$ cat config.mk
export PLATFORM = sky130hd
export DESIGN_NAME = imem_loader
export DESIGN_NICKNAME = d
export VERILOG_FILES = /design/src/rtl/mips_pkg.sv /design/src/rtl/imem_opcode_check.sv /design/src/rtl/imem_loader.sv
export SDC_FILE = /design/constraint.sdc
export NUM_CORES = 1
export LEC_CHECK = 0
export ABC_AREA = 1
export CAP_MARGIN = 20
export CELL_PAD_IN_SITES_DETAIL_PLACEMENT = 1
export CELL_PAD_IN_SITES_GLOBAL_PLACEMENT = 2
export CORE_ASPECT_RATIO = 0.5
export CORE_MARGIN = 10
export CORE_UTILIZATION = 30
export CTS_CLUSTER_DIAMETER = 60
export DETAILED_ROUTE_END_ITERATION = 6
export PLACE_DENSITY = 0.85
export SYNTH_ARGS = -nofsm -noshare
export SYNTH_HDL_FRONTEND = slang
export SYNTH_SLANG_ARGS = --single-unit
$ cat constraint.sdc
create_clock -name clk -period 1.9 [get_ports clk]
set_input_delay 0.19 -clock clk [delete_from_list [all_inputs] [get_ports clk]]
set_output_delay 0.19 -clock clk [all_outputs]
set_load 0.05 [all_outputs]
$ cat src/rtl/mips_pkg.sv
// Definitions shared by the single-cycle MIPS control unit and the boot-time
// program loader: the decoded opcode set and the loader state encoding.
package mips_pkg;

  localparam logic [5:0] OP_RTYPE = 6'b000000;
  localparam logic [5:0] OP_LW    = 6'b100011;
  localparam logic [5:0] OP_SW    = 6'b101011;
  localparam logic [5:0] OP_BEQ   = 6'b000100;
  localparam logic [5:0] OP_ADDI  = 6'b001000;
  localparam logic [5:0] OP_J     = 6'b000010;

  typedef enum logic [1:0] {
    LD_IDLE  = 2'd0,
    LD_RECV  = 2'd1,
    LD_WRITE = 2'd2,
    LD_DONE  = 2'd3
  } ld_state_e;

endpackage

$ cat src/rtl/imem_opcode_check.sv
// Flags whether a 6-bit opcode is one the control unit decodes.
module imem_opcode_check
  import mips_pkg::*;
(
  input  logic [5:0] opcode,
  output logic       legal
);

  always_comb begin
    legal = 1'b0;
    case (opcode)
      OP_RTYPE, OP_LW, OP_SW, OP_BEQ, OP_ADDI, OP_J: legal = 1'b1;
      default:                                       legal = 1'b0;
    endcase
  end

endmodule

$ cat src/rtl/imem_loader.sv
// Boot-time loader: assembles big-endian words from a byte stream, writes them
// to consecutive instruction-memory addresses and stalls the core meanwhile.
//
// state    | meaning
// ---------+-----------------------------------------------
// LD_IDLE  | waiting for start; core runs
// LD_RECV  | accepting the four bytes of the current word
// LD_WRITE | one-cycle write strobe of the assembled word
// LD_DONE  | one-cycle done pulse, then back to idle
module imem_loader
  import mips_pkg::*;
#(
  parameter int ADDR_W = 8
) (
  input  logic              clk,
  input  logic              rst,
  input  logic              start,
  input  logic [ADDR_W:0]   load_len,
  input  logic              in_valid,
  input  logic [7:0]        in_data,
  output logic              in_ready,
  output logic              imem_we,
  output logic [ADDR_W-1:0] imem_addr,
  output logic [31:0]       imem_wdata,
  output logic              hold,
  output logic              busy,
  output logic              done,
  output logic [ADDR_W:0]   bad_op_cnt
);

  ld_state_e         state_q, state_d;
  logic [ADDR_W:0]   len_q, len_d;
  logic [ADDR_W:0]   word_cnt_q, word_cnt_d;
  logic [ADDR_W-1:0] addr_q, addr_d;
  logic [1:0]        byte_cnt_q, byte_cnt_d;
  logic [31:0]       word_q, word_d;
  logic [ADDR_W:0]   bad_q, bad_d;
  logic              zdone_q, zdone_d;

  logic              op_legal;
  logic [ADDR_W:0]   word_cnt_inc;

  imem_opcode_check u_opcode_check (
    .opcode (word_q[31:26]),
    .legal  (op_legal)
  );

  assign word_cnt_inc = word_cnt_q + 1'b1;

  always_ff @(posedge clk or negedge rst) begin
    if (!rst) begin
      state_q    <= LD_IDLE;
      len_q      <= '0;
      word_cnt_q <= '0;
      addr_q     <= '0;
      byte_cnt_q <= '0;
      word_q     <= '0;
      bad_q      <= '0;
      zdone_q    <= 1'b0;
    end else begin
      state_q    <= state_d;
      len_q      <= len_d;
      word_cnt_q <= word_cnt_d;
      addr_q     <= addr_d;
      byte_cnt_q <= byte_cnt_d;
      word_q     <= word_d;
      bad_q      <= bad_d;
      zdone_q    <= zdone_d;
    end
  end

  always_comb begin
    state_d    = state_q;
    len_d      = len_q;
    word_cnt_d = word_cnt_q;
    addr_d     = addr_q;
    byte_cnt_d = byte_cnt_q;
    word_d     = word_q;
    bad_d      = bad_q;
    zdone_d    = 1'b0;

    case (state_q)
      LD_IDLE: begin
        if (start) begin
          bad_d = '0;
          if (load_len != '0) begin
            len_d      = load_len;
            word_cnt_d = '0;
            addr_d     = '0;
            byte_cnt_d = '0;
            state_d    = LD_RECV;
          end else begin
            // empty load: acknowledge without ever stalling the core
            zdone_d = 1'b1;
          end
        end
      end
      LD_RECV: begin
        if (in_valid) begin
          word_d     = {word_q[23:0], in_data};
          byte_cnt_d = byte_cnt_q + 1'b1;
          if (byte_cnt_q == 2'd3) begin
            state_d = LD_WRITE;
          end
        end
      end
      LD_WRITE: begin
        if (!op_legal) begin
          bad_d = bad_q + 1'b1;
        end
        if (word_cnt_inc == len_q) begin
          state_d = LD_DONE;
        end else begin
          // address wraps naturally when the length exceeds the memory
          addr_d     = addr_q + 1'b1;
          word_cnt_d = word_cnt_inc;
          byte_cnt_d = '0;
          state_d    = LD_RECV;
        end
      end
      LD_DONE: begin
        state_d = LD_IDLE;
      end
      default: begin
        state_d = LD_IDLE;
      end
    endcase
  end

  assign in_ready   = (state_q == LD_RECV);
  assign imem_we    = (state_q == LD_WRITE);
  assign imem_addr  = addr_q;
  assign imem_wdata = word_q;
  assign hold       = (state_q != LD_IDLE);
  assign busy       = (state_q != LD_IDLE);
  assign done       = (state_q == LD_DONE) || zdone_q;
  assign bad_op_cnt = bad_q;

endmodule

==> results of run 1 <==
how the worst max path moves through the flow:
stage | from | endpoint | depth (start not counted)
final | word_cnt_q[1] | word_cnt_q[5] | 13
after global routing | word_cnt_q[1] | word_cnt_q[4] | 11
after CTS | word_cnt_q[0] | word_cnt_q[2] | 12
after detailed placement | load_len[5] | imem_addr[1] | 11
after global placement | word_cnt_q[0] | word_cnt_q[8] | 12
after floorplan | state_q[0] | word_cnt_q[2] | 7
worst max-delay path, delay by kind of cell, from the launching register on:
kind                       cells  cell delay [ns]
AOI/OAI and AO/OA              1             0.06
and+or+nand+nor               10             0.98
DFF                            1             0.40
buffers and inverters          1             0.13
adders and majority gates      1             0.22
through the flow:
stage	cell area [sq um]	setup TNS, ns
2_1_floorplan	3730	0
3_3_place_gp	4700	0
3_5_place_dp	4700	-1.19
4_1_cts	5080	0
5_1_grt	5170	-0.876
6_report	5170	0
power by group:
| group | internal, uW | total (uW) | switching (uW) |
|---|---|---|---|
| logic | 1260 | 3990 | 2730 |
| registers | 2020 | 2450 | 426 |
| clock network | 1140 | 1780 | 646 |
layout make-up:
class                      instances  share of cell area (%)
timing repair buffer              97                    17.3
clock buffer                       9                    4.36
multi-input combinational        328                    34.2
clock inverter                     6                    1.65
tap                              165                    3.99
inverter                          49                    3.63
sequential                        72                    34.8
cell usage after synthesis (5+ instances only):
master    instances
o21ai_0          15
nor2_4            5
a21oi_1           6
dfrtp_1          72
nand3_1          33
inv_1            45
nand2_1         171
clkbuf_1          5
nand2_2           6
nor3_1            7
o21ai_2          17
nor2_1           22
logic make-up (layout without fill, tap and decap cells):
kind of cell	count (synthesis)	after routing	share of synthesized area, %
multiplexers	3	3	0.906
AND/OR/NAND/NOR	265	269	32.1
AO/OA/AOI/OAI	47	47	8.69
adder cells (fa/ha/maj)	4	4	1.34
flip-flops	72	72	48.3
XOR/XNOR	5	5	1.17
buffers and inverters	63	161	7.45
repair_timing:
action	in CTS	in global routing
setup buffers	0	4
pin swaps	3	10
hold buffers	1	0
gates cloned	3	1
gates resized for setup	3	14
setup endpoints to repair	17	23
hold endpoints to repair	30	0
layer usage:
| layer | part of all wire, % | wire length [um] |
|---|---|---|
| met1 | 42 | 4610 |
| met2 | 48 | 5200 |
| met3 | 8.9 | 964 |
| met4 | 0.70 | 76 |
| met5 | 0 | 0 |
sequential cells by signal (all words and copies together), names as in the netlist:
register,flops
zdone_q,1
word_cnt_q,9
len_q,9
byte_cnt_q,2
imem_addr,8
imem_wdata,32
state_q,2
bad_op_cnt,9
==> flow_summary.ini, run 1 <==
[run_status]
status = finished, final reports clean

[global_route]
top_usage_layer = met2
grt_pass1_vias = 3652
met3_usage_pct = 7.12
grt_max_degree = 34
antenna_found_initial = 0
grt_pass1_wl_mm = 18.1
use_met2_pct = 21.7
grt_overflow = 0
grtUsageTotal_pct = 12.8
gr-usage-met1_pct = 13.8

[detailed_routing]
wl_per_cell_um = 14.9
vias = 3343
ant_nets = 0
routed_via_density = 4.60
firstDrtPassIters = 4
drc_errors = 0
drt_iter0_markers = 109
routed_wirelength_mm = 10.8

[layout]
regArea_sq_mm = 0.00180
final_common_cell = nand2_1
num-nets-final = 582
fillers = 1444
utilization_pct = 43.1
drive_gt1_share_pct = 19.3
area_growth_pct = 38.7
multi_input_area_sq_mm = 0.00177
antenna_cells = 0
layout_common_cells = nand2_1, dfrtp_1, clkdlybuf4s50_1
final_cells = 726

[power]
p_per_area_mw_per_mm2 = 1590
total_power_uw = 8220
leakagePower_uw = 0.00239
peakVddDrop_mv = 1.08

[sta]
worst_pin_slew_ns = 0.567
whs_ns = 0.354
setup_ws_ns = 0.0308
finClkSkew_ns = 0.00445
fin_crit_sh_pct = 98.4
hold_violations = 0
rsz0062_at_grt = true
setup_viol = 0
relSlewSlack_pct = 62.1
fmax_mhz = 535
period_minus_slack_ns = 1.87
slew_violations = 0

[clock_network]
clockBufferDepth = 2
cts_root_buf = clkbuf_16
cts_tree = built
clock_latency_ns = 0.33
cts.clk_slew.worst_paths_ns = 0.06
cts_buffers = 9
htreeDepth = 3
clkSinkCount = 72

[critical_path]
ff2ff_setup_slack_ns = 0.03
reg2reg_from = word_cnt_q[1]
slowest_delay_ns = 0.40
cp-end-kind = register
required_ns = 2.16
path_class = register to register
r2r_cells = 13
path_cells = ha_2 > nand2_4 > nor2_4 > buf_4 > nand2_1 > nand2_1 > nand2_1 > nand3_2 > nor2_4 > nand2_8 > nand2_8 > nand2_1 > o21ai_2
startpoint_type = register
critPathSlowestCell = dfrtp_1
r2r-end = word_cnt_q[5]
critPathMaxFanout = 8
worstPathArrival_ns = 2.13
critPathMostFrequentCell = nand2_1

[logic_synthesis]
ys.flop_type = dfrtp_1
synth_warnings = 0
synth_cells = 459
synth_area_sq_mm = 0.00373
syn_nets = 484
synth_top_area_cell = dfrtp_1
synthArstFlopShare_pct = 100
ys_seq_elements = 72
synth_cell_types = 36
synth-seq-area-share_pct = 48.3
synth_edf_count = 0
synth_area_per_cell_sq_um = 8.12
yosysTopAreaCellShare_pct = 48.3
synthTopCellsByArea = dfrtp_1, nand2_1, inv_1

[place]
post-place-ws_ns = -0.0966
place_hpwl_mm = 7.90
dpl.cell_count = 702
place_congestion = 0.737
numPortBuffers = 74

[min_path]
hp-class = primary input to asynchronous set/reset pin

[floorplan]
dieArea_sq_mm = 0.0176
die_h_um = 98.8
die_x_um = 178
io_pins = 75
start_util_pct = 31.1
core-area_sq_mm = 0.0120
row_count = 28

[run]
maxCapViolCount = 0
Power figures use the tool's default switching activity.
==> inputs of run 2 (changes only) <==
--- a/config.mk
+++ b/config.mk
@@ -7,14 +7,13 @@
 export LEC_CHECK = 0
 export ABC_AREA = 1
 export CAP_MARGIN = 20
-export CELL_PAD_IN_SITES_DETAIL_PLACEMENT = 1
-export CELL_PAD_IN_SITES_GLOBAL_PLACEMENT = 2
 export CORE_ASPECT_RATIO = 0.5
 export CORE_MARGIN = 10
-export CORE_UTILIZATION = 30
+export CORE_UTILIZATION = 52
 export CTS_CLUSTER_DIAMETER = 60
 export DETAILED_ROUTE_END_ITERATION = 6
-export PLACE_DENSITY = 0.85
+export HOLD_SLACK_MARGIN = 0.15
+export PLACE_DENSITY = 0.86
 export SYNTH_ARGS = -nofsm -noshare
 export SYNTH_HDL_FRONTEND = slang
 export SYNTH_SLANG_ARGS = --single-unit
==> run 2 against run 1 <==
Critical path depth shrank 12; clock power is 4% higher; largest power group unchanged; worst setup slack better by 0.064 ns.
==> flow_summary.ini, run 2 (synthesis results as in run 1) <==
[clock_network]
cts_tree = built
clkSinkCount = 72
clock_latency_ns = 0.34
cts_root_buf = clkbuf_16
clockBufferDepth = 2
htreeDepth = 3
cts.clk_slew.worst_paths_ns = 0.05
cts_buffers = 9

[layout]
final_common_cell = nand2_1
num-nets-final = 572
drive_gt1_share_pct = 16.8
largest_reg_flops = 32
layout_common_cells = nand2_1, dfrtp_1, clkdlybuf4s50_1
antenna_cells = 0
area_growth_pct = 35.3
postLayoutCellArea_sq_mm = 0.00504

[critical_path]
cp.depth = 1
cp_top_family = buffers and inverters
reg2reg_from = word_cnt_q[1]
path_cells = clkdlybuf4s50_1
setup.worst_path.end = bad_op_cnt[6]
slowest_delay_ns = 0.84
critPathMaxFanout = 5
critPathSlowestCell = clkdlybuf4s50_1
worstPathArrival_ns = 1.61
critPathBufInv = 1
required_ns = 1.71
r2r_cells = 12
path_class = register to output port
r2r-end = imem_addr[0]
startpoint = bad_op_cnt[6]
cp-end-kind = output port
startpoint_type = register
ff2ff_setup_slack_ns = 0.11

[global_route]
grtUsageTotal_pct = 16.7
grt_pass1_vias = 3229
grt_max_degree = 73
grt_overflow = 0
antenna_found_initial = 0
grt_pass1_wl_mm = 15.4

[detailed_routing]
wl_per_cell_um = 14.3
vias = 3263
drc_errors = 0
ant_nets = 0
firstDrtPassIters = 4
routed_wirelength_mm = 9.18
routed_via_density = 5.07
drt_iter0_markers = 212

[sta]
setup_viol = 0
finClkSkew_ns = 0.00483
fin_crit_sh_pct = 95.0
whs_ns = 0.382
fmax_mhz = 554
fin_tns_setup_ns = 0
slew_violations = 0
hold_violations = 0
rsz0062_at_grt = true
worst_pin_slew_ns = 0.566
relSlewSlack_pct = 62.2
period_minus_slack_ns = 1.80

[power]
p_per_area_mw_per_mm2 = 1630
peakVddDrop_mv = 1.70
leakagePower_uw = 0.00236

[min_path]
hp-start = in_data[6]
hp-class = primary input to register

[run_status]
status = finished, final reports clean

[floorplan]
dieArea_sq_mm = 0.0112
start_util_pct = 54.6
row_count = 21
core-area_sq_mm = 0.00683
io_pins = 75
die_h_um = 79.9
die_x_um = 140

[place]
dpl_cell_area_sq_mm = 0.00458
place_congestion = 0.836
numPortBuffers = 74
place_hpwl_mm = 6.27

[run]
maxCapViolCount = 0
run 2: cell types whose count changed in the layout (fill, tap and decap cells not counted), moves of 2 or more:
cell	change
clkdlybuf4s50_1	+3
dfrtp_1	-3
buf_12	+2
dfrtp_2	+3
buf_4	-16
nand2_2	-4
nand3_1	+2
clkinvlp_4	-3
nand3_2	-2
nand2_1	+5
clkbuf_8	+2
run 2: where the power goes:
| group | internal [uW] | leakage (uW) | switching (uW) |
|---|---|---|---|
| sequential | 2020 | 0.000938 | 430 |
| clock | 1220 | 0.000165 | 638 |
| combinational | 1250 | 0.00125 | 2670 |
| total | 4490 | 0.00236 | 3740 |
run 2: metal layers:
layer	global-route usage, %	share of wire [%]
met1	19.1	41
met3	8.85	9.1
met2	27.2	49
met5	0	0
met4	4.10	0.68
run 2: metrics by stage:
step           setup WS, ns  cells  utilization [%]  power [uW]
3_5_place_dp        -0.0756    622             67.1        6220
4_1_cts              0.0310    640             72.4        8160
2_1_floorplan        0.0139    459                -        5020
5_1_grt             -0.0589    644             73.8        8690
6_report             0.0952    644             73.8        8230
3_3_place_gp         0.0238    622             67.1        6120
run 2: how the worst min path moves through the flow:
stage / slack (ns) / to / cells after the start
5_1_grt: 0.40 / imem_wdata[6] / 3
4_1_cts: 0.38 / imem_wdata[6] / 3
3_5_place_dp: 0.25 / imem_addr[2] / 2
6_report: 0.38 / imem_wdata[6] / 3
2_1_floorplan: -0.11 / bad_op_cnt[0] / 0
3_3_place_gp: 0.25 / imem_addr[3] / 2
run 2: area by class of cell:
type,instances,area (sq um)
fillers,507,1790
repair buffers,87,848
clock buffers,11,253
multi-input cells,328,1760
well taps,92,115
clock inverters,5,78.8
inverters,49,184
flip-flops and latches,72,1810
run 2: worst min-delay path, cell delays in order:
cell	delay, ns
clkdlybuf4s50_1	0.39
nand2_1	0.06
nand2_1	0.04
run 2: what timing repair did:
action,in CTS,in global routing
resized for setup,2,13
endpoints found under the hold margin,72,0
pin swaps,0,7
endpoints found under the setup margin,15,20
hold buffers,1,0
buffers inserted,0,1
gates cloned,1,3
==> inputs of run 3 (changes only) <==
--- a/config.mk
+++ b/config.mk
@@ -9,11 +9,12 @@
 export CAP_MARGIN = 20
 export CORE_ASPECT_RATIO = 0.5
 export CORE_MARGIN = 10
-export CORE_UTILIZATION = 52
+export CORE_UTILIZATION = 51
 export CTS_CLUSTER_DIAMETER = 60
 export DETAILED_ROUTE_END_ITERATION = 6
 export HOLD_SLACK_MARGIN = 0.15
-export PLACE_DENSITY = 0.86
+export PLACE_DENSITY = 0.85
 export SYNTH_ARGS = -nofsm -noshare
 export SYNTH_HDL_FRONTEND = slang
+export SYNTH_HIERARCHICAL = 1
 export SYNTH_SLANG_ARGS = --single-unit
==> run 3 against run 2 <==
The flow now finishes with violations (setup timing); wire length grew 7.0%; worst setup slack worse by 0.14 ns; synthesized area fell by 3.0%; critical endpoint is now word_cnt_q[5].
==> flow_summary.ini, run 3 <==
[run_status]
status = finished, violations left
violations = setup timing

[logic_synthesis]
syn_nets = 433
synth_warnings = 6
yosysTopAreaCellShare_pct = 49.8
synth_cells = 408
synth_common_cells = nand2_1, dfrtp_1, inv_1
synth_area_sq_mm = 0.00362
synth_edf_count = 0
yosysMostFrequentCell = nand2_1
synth_top_area_cell = dfrtp_1
ys.flop_type = dfrtp_1
synth_area_per_cell_sq_um = 8.87
synth-seq-area-share_pct = 49.8
synth_cell_types = 31
synthArstFlopShare_pct = 100
ys_seq_elements = 72
synthTopCellsByArea = dfrtp_1, mux2_2, nand2_1

[critical_path]
required_ns = 2.13
slowest_delay_ns = 0.42
startpoint_type = register
critPathMostFrequentCell = nand2_1
path_cells = buf_6 > nand2_1 > nor2_4 > nand2_2 > nand2_2 > nand2_1 > nand2_1 > nand3_1 > nor2_4 > nand2_4 > buf_4 > nand4_1 > nand2_1
critPathSlowestCell = dfrtp_1
critPathMaxFanout = 9
cp-end-kind = register
worstPathArrival_ns = 2.17
path_class = register to register

[global_route]
grt_pass1_vias = 3377
grt_pass1_wl_mm = 15.9
grt_overflow = 0
grt_max_degree = 43
antenna_found_initial = 0
grtUsageTotal_pct = 17.5

[power]
p_per_area_mw_per_mm2 = 1750
leakagePower_uw = 0.00237
total_power_uw = 8910
peakVddDrop_mv = 1.48

[clock_network]
clkSinkCount = 72
cts_root_buf = clkbuf_16
clock_latency_ns = 0.34
cts_tree = built
clockBufferDepth = 2
cts.clk_slew.worst_paths_ns = 0.06
cts_buffers = 9
htreeDepth = 3

[place]
place_congestion = 0.894
numPortBuffers = 74
dpl.cell_count = 576
place_hpwl_mm = 6.75

[sta]
fmax_mhz = 514
slew_violations = 0
rsz0062_at_grt = true
period_minus_slack_ns = 1.94
setup_viol = 18
hold_violations = 0
fin_crit_sh_pct = 102
relSlewSlack_pct = 62.0
setup_ws_ns = -0.0444
worst_pin_slew_ns = 0.568
finClkSkew_ns = 0.00824

[detailed_routing]
vias = 3237
drt_iter0_markers = 291
wl_per_cell_um = 16.5
routed_via_density = 5.42
routed_wirelength_mm = 9.83
ant_nets = 0
drc_errors = 0
firstDrtPassIters = 4

[floorplan]
core-area_sq_mm = 0.00678
die_x_um = 139
die_h_um = 79.6
row_count = 21
io_pins = 75
start_util_pct = 53.4
dieArea_sq_mm = 0.0111

[layout]
fillers = 461
antenna_cells = 0
num-nets-final = 525
final_cells = 597
final_common_cell = nand2_1
drive_gt1_share_pct = 22.2
area_growth_pct = 40.9
largest_reg_flops = 32
layout_common_cells = nand2_1, dfrtp_1, clkdlybuf4s50_1

[run]
maxCapViolCount = 0

[min_path]
hp-class = primary input to asynchronous set/reset pin
run 3: cell count changes after synthesis, sizes merged, moves of 5 or more:
| cell | previous run | this run |
|---|---|---|
| a21oi | 6 | 11 |
| mux2 | 3 | 32 |
| nand4 | 4 | 17 |
| nand2 | 180 | 96 |
| o21ai | 34 | 16 |
| nor2 | 27 | 38 |
run 3: cell type report:
class	instances	area, sq um	share of cell area [%]
Timing Repair Buffer	94	1010	19.8
Tap cell	92	115	2.26
Clock inverter	7	72.6	1.42
Sequential cell	72	1800	35.4
Inverter	47	176	3.46
Multi-Input combinational cell	276	1690	33.2
Clock buffer	9	225	4.42
run 3: worst max-delay path: cells and delay by family (launching register included):
| family | cells | cell delay (ns) |
|---|---|---|
| buffers and inverters | 2 | 0.31 |
| DFF | 1 | 0.42 |
| and+or+nand+nor | 11 | 1.12 |
run 3: worst paths after layout:
| kind | startpoint | end | cells after the start | slack (ns) |
|---|---|---|---|---|
| max | word_cnt_q[1] | word_cnt_q[5] | 13 | -0.04 |
| min | rst | imem_wdata[7] | 2 | 0.24 |
| max reg2reg | word_cnt_q[1] | word_cnt_q[5] | 13 | -0.04 |
| min reg2reg | bad_op_cnt[6] | bad_op_cnt[7] | 1 | 0.47 |
| max in group asynchronous | rst | word_cnt_q[3] | 3 | 1.07 |
| min in group clk | load_len[5] | len_q[5] | 3 | 0.45 |
run 3: stage by stage:
| step | cell area [sq um] | hold WS, ns | TNS [ns] | setup WS (ns) | utilization [%] |
|---|---|---|---|---|---|
| 2_1_floorplan | 3620 | -0.106 | 0 | 0.0956 | - |
| 3_3_place_gp | 4600 | 0.0453 | 0 | 0.0946 | 67.8 |
| 3_5_place_dp | 4600 | 0.0487 | -0.192 | -0.0322 | 67.8 |
| 4_1_cts | 4970 | 0.233 | 0 | 0.00920 | 73.3 |
| 5_1_grt | 5090 | 0.237 | -2.24 | -0.131 | 75.2 |
| 6_report | 5090 | 0.236 | -0.340 | -0.0444 | 75.2 |
run 3: what timing repair did:
action / 4_1_cts / 5_1_grt
hold buffers: 1 / 0
pin swaps: 4 / 20
endpoints found under the hold margin: 72 / 0
buffers inserted: 3 / 0
resized for setup: 11 / 22
cloned: 0 / 1
setup endpoints to repair: 18 / 21
run 3: power breakdown:
group / switching (uW) / leakage (uW) / internal [uW] / total (uW)
Clock: 670 / 0.000130 / 1010 / 1680
Sequential: 515 / 0.000905 / 2110 / 2620
Combinational: 2860 / 0.00134 / 1750 / 4610
Total: 4050 / 0.00237 / 4860 / 8910
run 3: logic make-up (layout without fill, tap and decap cells):
logic type | count (synthesis) | count (layout) | share of synthesized area [%]
AND/OR/NAND/NOR | 204 | 204 | 26.3
flip-flops | 72 | 72 | 49.8
buffers and inverters | 60 | 157 | 6.92
AO/OA/AOI/OAI | 33 | 33 | 4.95
multiplexers | 32 | 32 | 9.96
adder cells (fa/ha/maj) | 4 | 4 | 1.38
XOR/XNOR | 3 | 3 | 0.727
run 3: routing by layer:
metal	vias up	global-route usage (%)	share of wire, %
met3	23	8.79	10
met5	-	0	0
li1	1533	-	-
met2	130	30.6	52
met1	1551	17.5	36
met4	0	7.76	2.1
==> edit 1, RTL diff (config.mk and constraints of run 1) <==
Set the parameter `ADDR_W` to 6 (it was 8).
--- a/src/rtl/imem_loader.sv
+++ b/src/rtl/imem_loader.sv
@@ -10,7 +10,7 @@
 module imem_loader
   import mips_pkg::*;
 #(
-  parameter int ADDR_W = 8
+  parameter int ADDR_W = 6
 ) (
   input  logic              clk,
   input  logic              rst,
Ports: changed (resized bad_op_cnt, imem_addr and load_len); port bits go from 75 to 69. The function was not compared with the original's and may differ.
==> edit 1 against run 1 <==
  * Critical path depth down 12
  * Die area down 17%
  * Synthesized cell count decreased by 20%
  * Total power is 7.1% lower
  * Synthesized area shrank 20%
  * Sequential cell count shrank 8
  * Clock skew grew 0.0020 ns
  * Wire length down 23%
  * Final area is 17% lower
  * Worst setup slack better by 0.061 ns
  * Cell count decreased by 18%
  * Count of clock-buffer cells in the layout is 3 higher
  * Fmax increased by 3.4%
  * Non-clock buffer count shrank 12
  * Critical endpoint is now bad_op_cnt[2]
  * Largest cell class unchanged
  * Highest routed layer unchanged
==> edit 1: results (changes against run 1) <==
** Run status
- Outcome :: finished, final reports clean (unchanged)

** Global routing
- The maximum number of pins on one net before global-route repair was 65 (was 34).
- The global-route wire length before repair came to 13.72 mm (was 18.09 mm).
- Number of global-route vias before repair :: 2,737 (was 3,652)
- The all-layer global routing usage was 0.1143 (was 0.1277).

** Synth
- The count of yosys warnings during synthesis was 0 (unchanged).
- Count of unique library cells instantiated by Yosys :: 29 (was 36)
- Synth area leader :: sky130_fd_sc_hd__dfrtp_1 (unchanged)
- Net count after synthesis :: 388 (was 484)
- Sequential fraction of the synthesis area :: 0.5394 (was 0.4834)
- Post-synth top cells :: 163 x sky130_fd_sc_hd__nand2_1, 64 x sky130_fd_sc_hd__dfrtp_1, 27 x sky130_fd_sc_hd__inv_1 (was 171 x sky130_fd_sc_hd__nand2_1, 72 x sky130_fd_sc_hd__dfrtp_1, 45 x sky130_fd_sc_hd__inv_1)
- Cell types occupying the most area after synthesis: sky130_fd_sc_hd__dfrtp_1 54%, sky130_fd_sc_hd__nand2_1 21%, sky130_fd_sc_hd__inv_1 3.4% (was sky130_fd_sc_hd__dfrtp_1 48%, sky130_fd_sc_hd__nand2_1 17%, sky130_fd_sc_hd__inv_1 4.5%).

** Power and ir drop
- The leakage dissipation was 0.002049 uW (was 0.002394 uW).
- Worst VDD drop :: 1.015 mV (was 1.083 mV)

** CTS
- The clock root buffer is sky130_fd_sc_hd__clkbuf_16 (unchanged).
- Number of buffers created by CTS :: 9 (unchanged)

** Timing
- The transition at the pin with the smallest max-transition slack is 0.5384 ns (was 0.5674 ns).
- The final setup skew was 0.006436 ns (was 0.004454 ns).

** Drt
- The initial DRC count is 105 (was 109).
- Via density :: 4.407 (was 4.605)
- First-pass iteration count of the detailed router :: 5 (was 4)
- Routed length per placed instance :: 14.02 um (was 14.94 um)

** Worst setup path
- The depth of the worst register-to-register path came to 12 (was 13).
- Max FO, Critical Path :: 6 (was 8)
- The delay of the slowest cell on the worst path was 0.85 ns (was 0.40 ns).
- Data arrival time at the worst-slack endpoint :: 1.62 ns (was 2.13 ns)
- Worst-case register-to-register setup slack :: 0.11 ns (was 0.03 ns)
- The top cell family by delay on the critical path is buffers and inverters (was simple AND/OR/NAND/NOR gates).
- Critical path's slowest cell :: sky130_fd_sc_hd__clkdlybuf4s50_1 (was sky130_fd_sc_hd__dfrtp_1)
- The worst reg2reg path endpoint is word_cnt_q[2] (was word_cnt_q[5]).
- Startpoint of the worst register-to-register path :: word_cnt_q[1] (unchanged)

** Place
- Placed wire-length estimate :: 5.950 mm (was 7.898 mm)
- The routability congestion estimate from global placement was 0.7751 (was 0.7365).
- The placed cell area is 0.003884 mm2 (was 0.004696 mm2).
- IO Port Bufs :: 68 (was 74)

** Final layout
- Ant diodes :: 0 (unchanged)
- The fraction of final layout cells sized beyond drive strength 1 was 0.1313 (was 0.1925).
- Final Net Count :: 475 (was 582)
- The flip-flop count of the largest register after layout was 32 (unchanged).

** Min path
- Worst min path class :: in2reg (was in2async)
edit 1: changes by cell type in the layout (fill, tap and decap cells not counted), sizes merged, moves of 2 or more:
| cell | change |
|---|---|
| buf | -9 |
| nand3b | -2 |
| inv | -19 |
| dfrtp | -8 |
| nand2 | -17 |
| o21ai | -12 |
| nor2 | -5 |
| clkdlybuf4s50 | -3 |
| nor3b | -2 |
| nand3 | -22 |
| clkinv | -3 |
| a21oi | -2 |
| clkbuf | +3 |
| nor3 | -5 |
edit 1: routing by layer:
metal / GRT usage / vias up / share of wire / wire (um)
met5: 0 / - / 0 / 0
met4: 0.03163 / 0 / 0.011 / 93
met3: 0.04959 / 9 / 0.058 / 483
met2: 0.1847 / 45 / 0.47 / 3916
met1: 0.1359 / 1231 / 0.46 / 3803
li1: - / 1324 / - / -
edit 1: cells by family (layout without fill, tap and decap cells):
group,after synthesis,in the layout,share of synthesized area
buffers and inverters,38,130,0.05352
multiplexers,4,4,0.01517
AO/OA/AOI/OAI,34,34,0.06405
AND/OR/NAND/NOR,216,216,0.2962
adder cells (fa/ha/maj),4,4,0.01686
flip-flops,64,64,0.5394
XOR/XNOR,5,5,0.01475
edit 1: worst max-delay path by stage:
stage	start	cells past startpoint	endpoint
6_report	bad_op_cnt[2]	1	bad_op_cnt[2]
2_1_floorplan	state_q[0]	7	imem_wdata[27]
5_1_grt	word_cnt_q[1]	13	byte_cnt_q[0]
3_5_place_dp	word_cnt_q[0]	11	word_cnt_q[6]
3_3_place_gp	word_cnt_q[0]	11	imem_addr[3]
4_1_cts	word_cnt_q[0]	12	word_cnt_q[6]
edit 1: stage by stage:
step	hold slack [ns]	setup TNS (ns)	total power [uW]	setup slack, ns	instances
final	0.4016	0	7639	0.09210	592
after global routing	0.4029	-0.1460	8159	-0.02564	592
after CTS	0.3940	0	7693	0.05886	590
after detailed placement	0.2450	-0.01737	5974	-0.01737	573
after global placement	0.2394	0	5921	0.07789	573
after floorplan	-0.1056	0	4630	0.2109	365
edit 1: repair_timing:
| item | 4_1_cts | 5_1_grt |
|---|---|---|
| pin swaps | 0 | 7 |
| gates resized for setup | 1 | 18 |
| hold buffers | 1 | 0 |
| endpoints found under the hold margin | 64 | 0 |
| buffers inserted | 0 | 2 |
| setup endpoints to repair | 6 | 15 |
edit 1: cell type report:
type	instances	area (um2)
clock buffers	12	256.5
fillers	1145	5253
inverters	29	112.6
clock inverters	4	52.55
multi-input cells	263	1270
well taps	135	168.9
repair buffers	85	825.8
flip-flops and latches	64	1602
edit 1: where the power goes:
group / internal (uW) / leakage [uW] / total, uW / switching (uW)
registers: 1850 / 0.000831 / 2260 / 416
clock network: 1090 / 0.000141 / 1670 / 585
logic: 1220 / 0.00108 / 3710 / 2490
==> edit 2, RTL diff (config.mk and constraints of run 1) <==
Made on the original files. Make the reset (`rst`) synchronous in one clocked block.
--- a/src/rtl/imem_loader.sv
+++ b/src/rtl/imem_loader.sv
@@ -47,7 +47,7 @@
 
   assign word_cnt_inc = word_cnt_q + 1'b1;
 
-  always_ff @(posedge clk or negedge rst) begin
+  always_ff @(posedge clk) begin
     if (!rst) begin
       state_q    <= LD_IDLE;
       len_q      <= '0;
Check against the original RTL: differs if rst is asserted again (counterexample within 4 cycles, from zero or initial values and one cycle with rst low); with rst held inactive, the same outputs for 10 cycles.
==> edit 2 against run 1 <==
  * Final area fell by 3.7%
  * Synthesized area is 4.5% lower
  * Non-clock buffer count down 2
  * Sequential share of layout area decreased by 5.7 points
  * Wire length grew 0.85%
  * Sequential cell count did not move
  * Via count up 7.7%
  * Worst setup slack improved by 0.015 ns
  * Critical path type unchanged
  * Largest cell class is now multi-input gates
Power is not compared: it rests on default switching activity, and its combinational part moved more than twofold at a synthesized area within 25%.
==> edit 2: results (changes against run 1) <==
** Run status
- Outcome :: finished, final reports clean (unchanged)

** Synth
- Post-Synthesis Mean Instance Area :: 6.977 um2 (was 8.121 um2)
- The post-synthesis share of cell area spent on full adders, half adders and majority gates came to 0.01406 (was 0.01343).
- Cell types occupying the most area after synthesis: sky130_fd_sc_hd__dfxtp_1 41%, sky130_fd_sc_hd__nand2_1 12%, sky130_fd_sc_hd__nand3_1 10% (was sky130_fd_sc_hd__dfrtp_1 48%, sky130_fd_sc_hd__nand2_1 17%, sky130_fd_sc_hd__inv_1 4.5%).
- Flip-flop cell with the highest count after synthesis :: sky130_fd_sc_hd__dfxtp_1 (was sky130_fd_sc_hd__dfrtp_1)
- The number of different library cells in the post-synthesis netlist is 33 (was 36).
- Sequential fraction of the synthesis area :: 0.4051 (was 0.4834)
- The compound-cell area share of the yosys netlist was 0.1308 (was 0.08694).

** Min path
- Worst hold start :: in_data[6]
- The type of the most critical hold path is in2reg (was in2async).

** Final layout
- Multi-input logic portion of the cell area :: 0.3760 (was 0.3424)
- Sequential cell count :: 72 (unchanged)
- Signal buf overhead :: 0.1940 (was 0.1728)
- The fraction of final layout cells sized beyond drive strength 1 was 0.1544 (was 0.1925).
- Final-layout fill cell count :: 1,435 (was 1,444)
- Buffers outside the clock class :: 95 (was 97)
- Total of clock buffers placed in the layout :: 10 (was 9)
- Multi-input combinational gate total :: 370 (was 328)
- Post-layout instance count excluding filler cells :: 755 (was 726)
- Proportion of cell area spent on the clock network :: 0.06610 (was 0.06002)
- Multi-input logic area :: 0.001872 mm2 (was 0.001770 mm2)
- The sequential share of cell area is 0.2910 (was 0.3485).
- Final Net Count :: 616 (was 582)

** Worst setup path
- Worst-case register-to-register setup slack :: 0.05 ns (was 0.03 ns)
- The worst-path maximum fanout came to 24 (was 8).
- Reg-to-Reg End :: word_cnt_q[0] (was word_cnt_q[5])
- The arrival time of data at the critical path endpoint is 2.07 ns (was 2.13 ns).

** Global routing
- Total global-route track usage :: 0.1280 (was 0.1277)
- The via count of the first global-routing pass is 3,699 (was 3,652).
- GR Util met3 :: 0.04721 (was 0.07121)
- The global-route track usage on met1 came to 0.1422 (was 0.1379).
- The global-route wire length before repair came to 18.20 mm (was 18.09 mm).

** Place
- The routability congestion estimate from global placement came to 0.7946 (was 0.7365).
- The placed cell area came to 0.004558 mm2 (was 0.004696 mm2).
- The post-DP HPWL came to 7.955 mm (was 7.898 mm).

** Drt
- Met2 WL :: 5.407 mm (was 5.195 mm)
- Detailed Route WL :: 10.94 mm (was 10.85 mm)
- Total length of routed met3 wires :: 564 um (was 964 um)
- The routed length on met1 was 4.856 mm (was 4.609 mm).
- The initial DRC count was 147 (was 109).
- Routed via count :: 3,601 (was 3,343)

** Floorplanning
- Area of the core :: 0.01128 mm2 (was 0.01198 mm2)

** Timing
- Hold Slack :: 0.4414 ns (was 0.3535 ns)
- Maximum clock skew at final layout :: 0.004902 ns (was 0.004454 ns)
- Worst-Margin Slew :: 0.5492 ns (was 0.5674 ns)

** Power and ir drop
- For this design the total switching power over the nets is 1457 uW.
edit 2: cell types whose count changed in the layout (fill, tap and decap cells not counted), sizes merged, moves of 6 or more:
| cell | change |
|---|---|
| dfrtp | -72 |
| nand2 | -68 |
| a21oi | +58 |
| o21ai | -14 |
| nor2 | +28 |
| buf | -6 |
| dfxtp | +72 |
| nand3 | +48 |
edit 2: worst max path at each step:
| stage | from | end | slack [ns] |
|---|---|---|---|
| 2_1_floorplan | word_cnt_q[0] | imem_addr[7] | 0.15 |
| 3_3_place_gp | word_cnt_q[0] | imem_addr[4] | 0.1 |
| 3_5_place_dp | word_cnt_q[0] | byte_cnt_q[1] | 0.05 |
| 4_1_cts | state_q[1] | imem_we | 0.03 |
| 5_1_grt | word_cnt_q[0] | byte_cnt_q[1] | -0.08 |
| 6_report | word_cnt_q[0] | word_cnt_q[0] | 0.05 |
edit 2: cell families after synthesis:
logic type,after synthesis
DFF,72
buffers and inverters,68
xor gates and xnor gates,1
adders and majority gates,4
AOI/OAI and AO/OA,90
and+or+nand+nor,275
edit 2: worst max-delay path, cell delays in order (launching register included):
cell	delay, ns
sky130_fd_sc_hd__dfxtp_2	0.33
sky130_fd_sc_hd__ha_4	0.24
sky130_fd_sc_hd__inv_2	0.05
sky130_fd_sc_hd__nor2_1	0.03
sky130_fd_sc_hd__nor2_1	0.08
sky130_fd_sc_hd__nand3_1	0.08
sky130_fd_sc_hd__nor2_1	0.11
sky130_fd_sc_hd__nand3_1	0.10
sky130_fd_sc_hd__nor2_2	0.17
sky130_fd_sc_hd__nand3_4	0.13
sky130_fd_sc_hd__buf_12	0.19
sky130_fd_sc_hd__a21oi_1	0.17
sky130_fd_sc_hd__nor2_2	0.06
edit 2: repair_timing:
action	CTS	global route
endpoints found under the setup margin	0	22
gates resized for setup	0	20
endpoints found under the hold margin	0	0
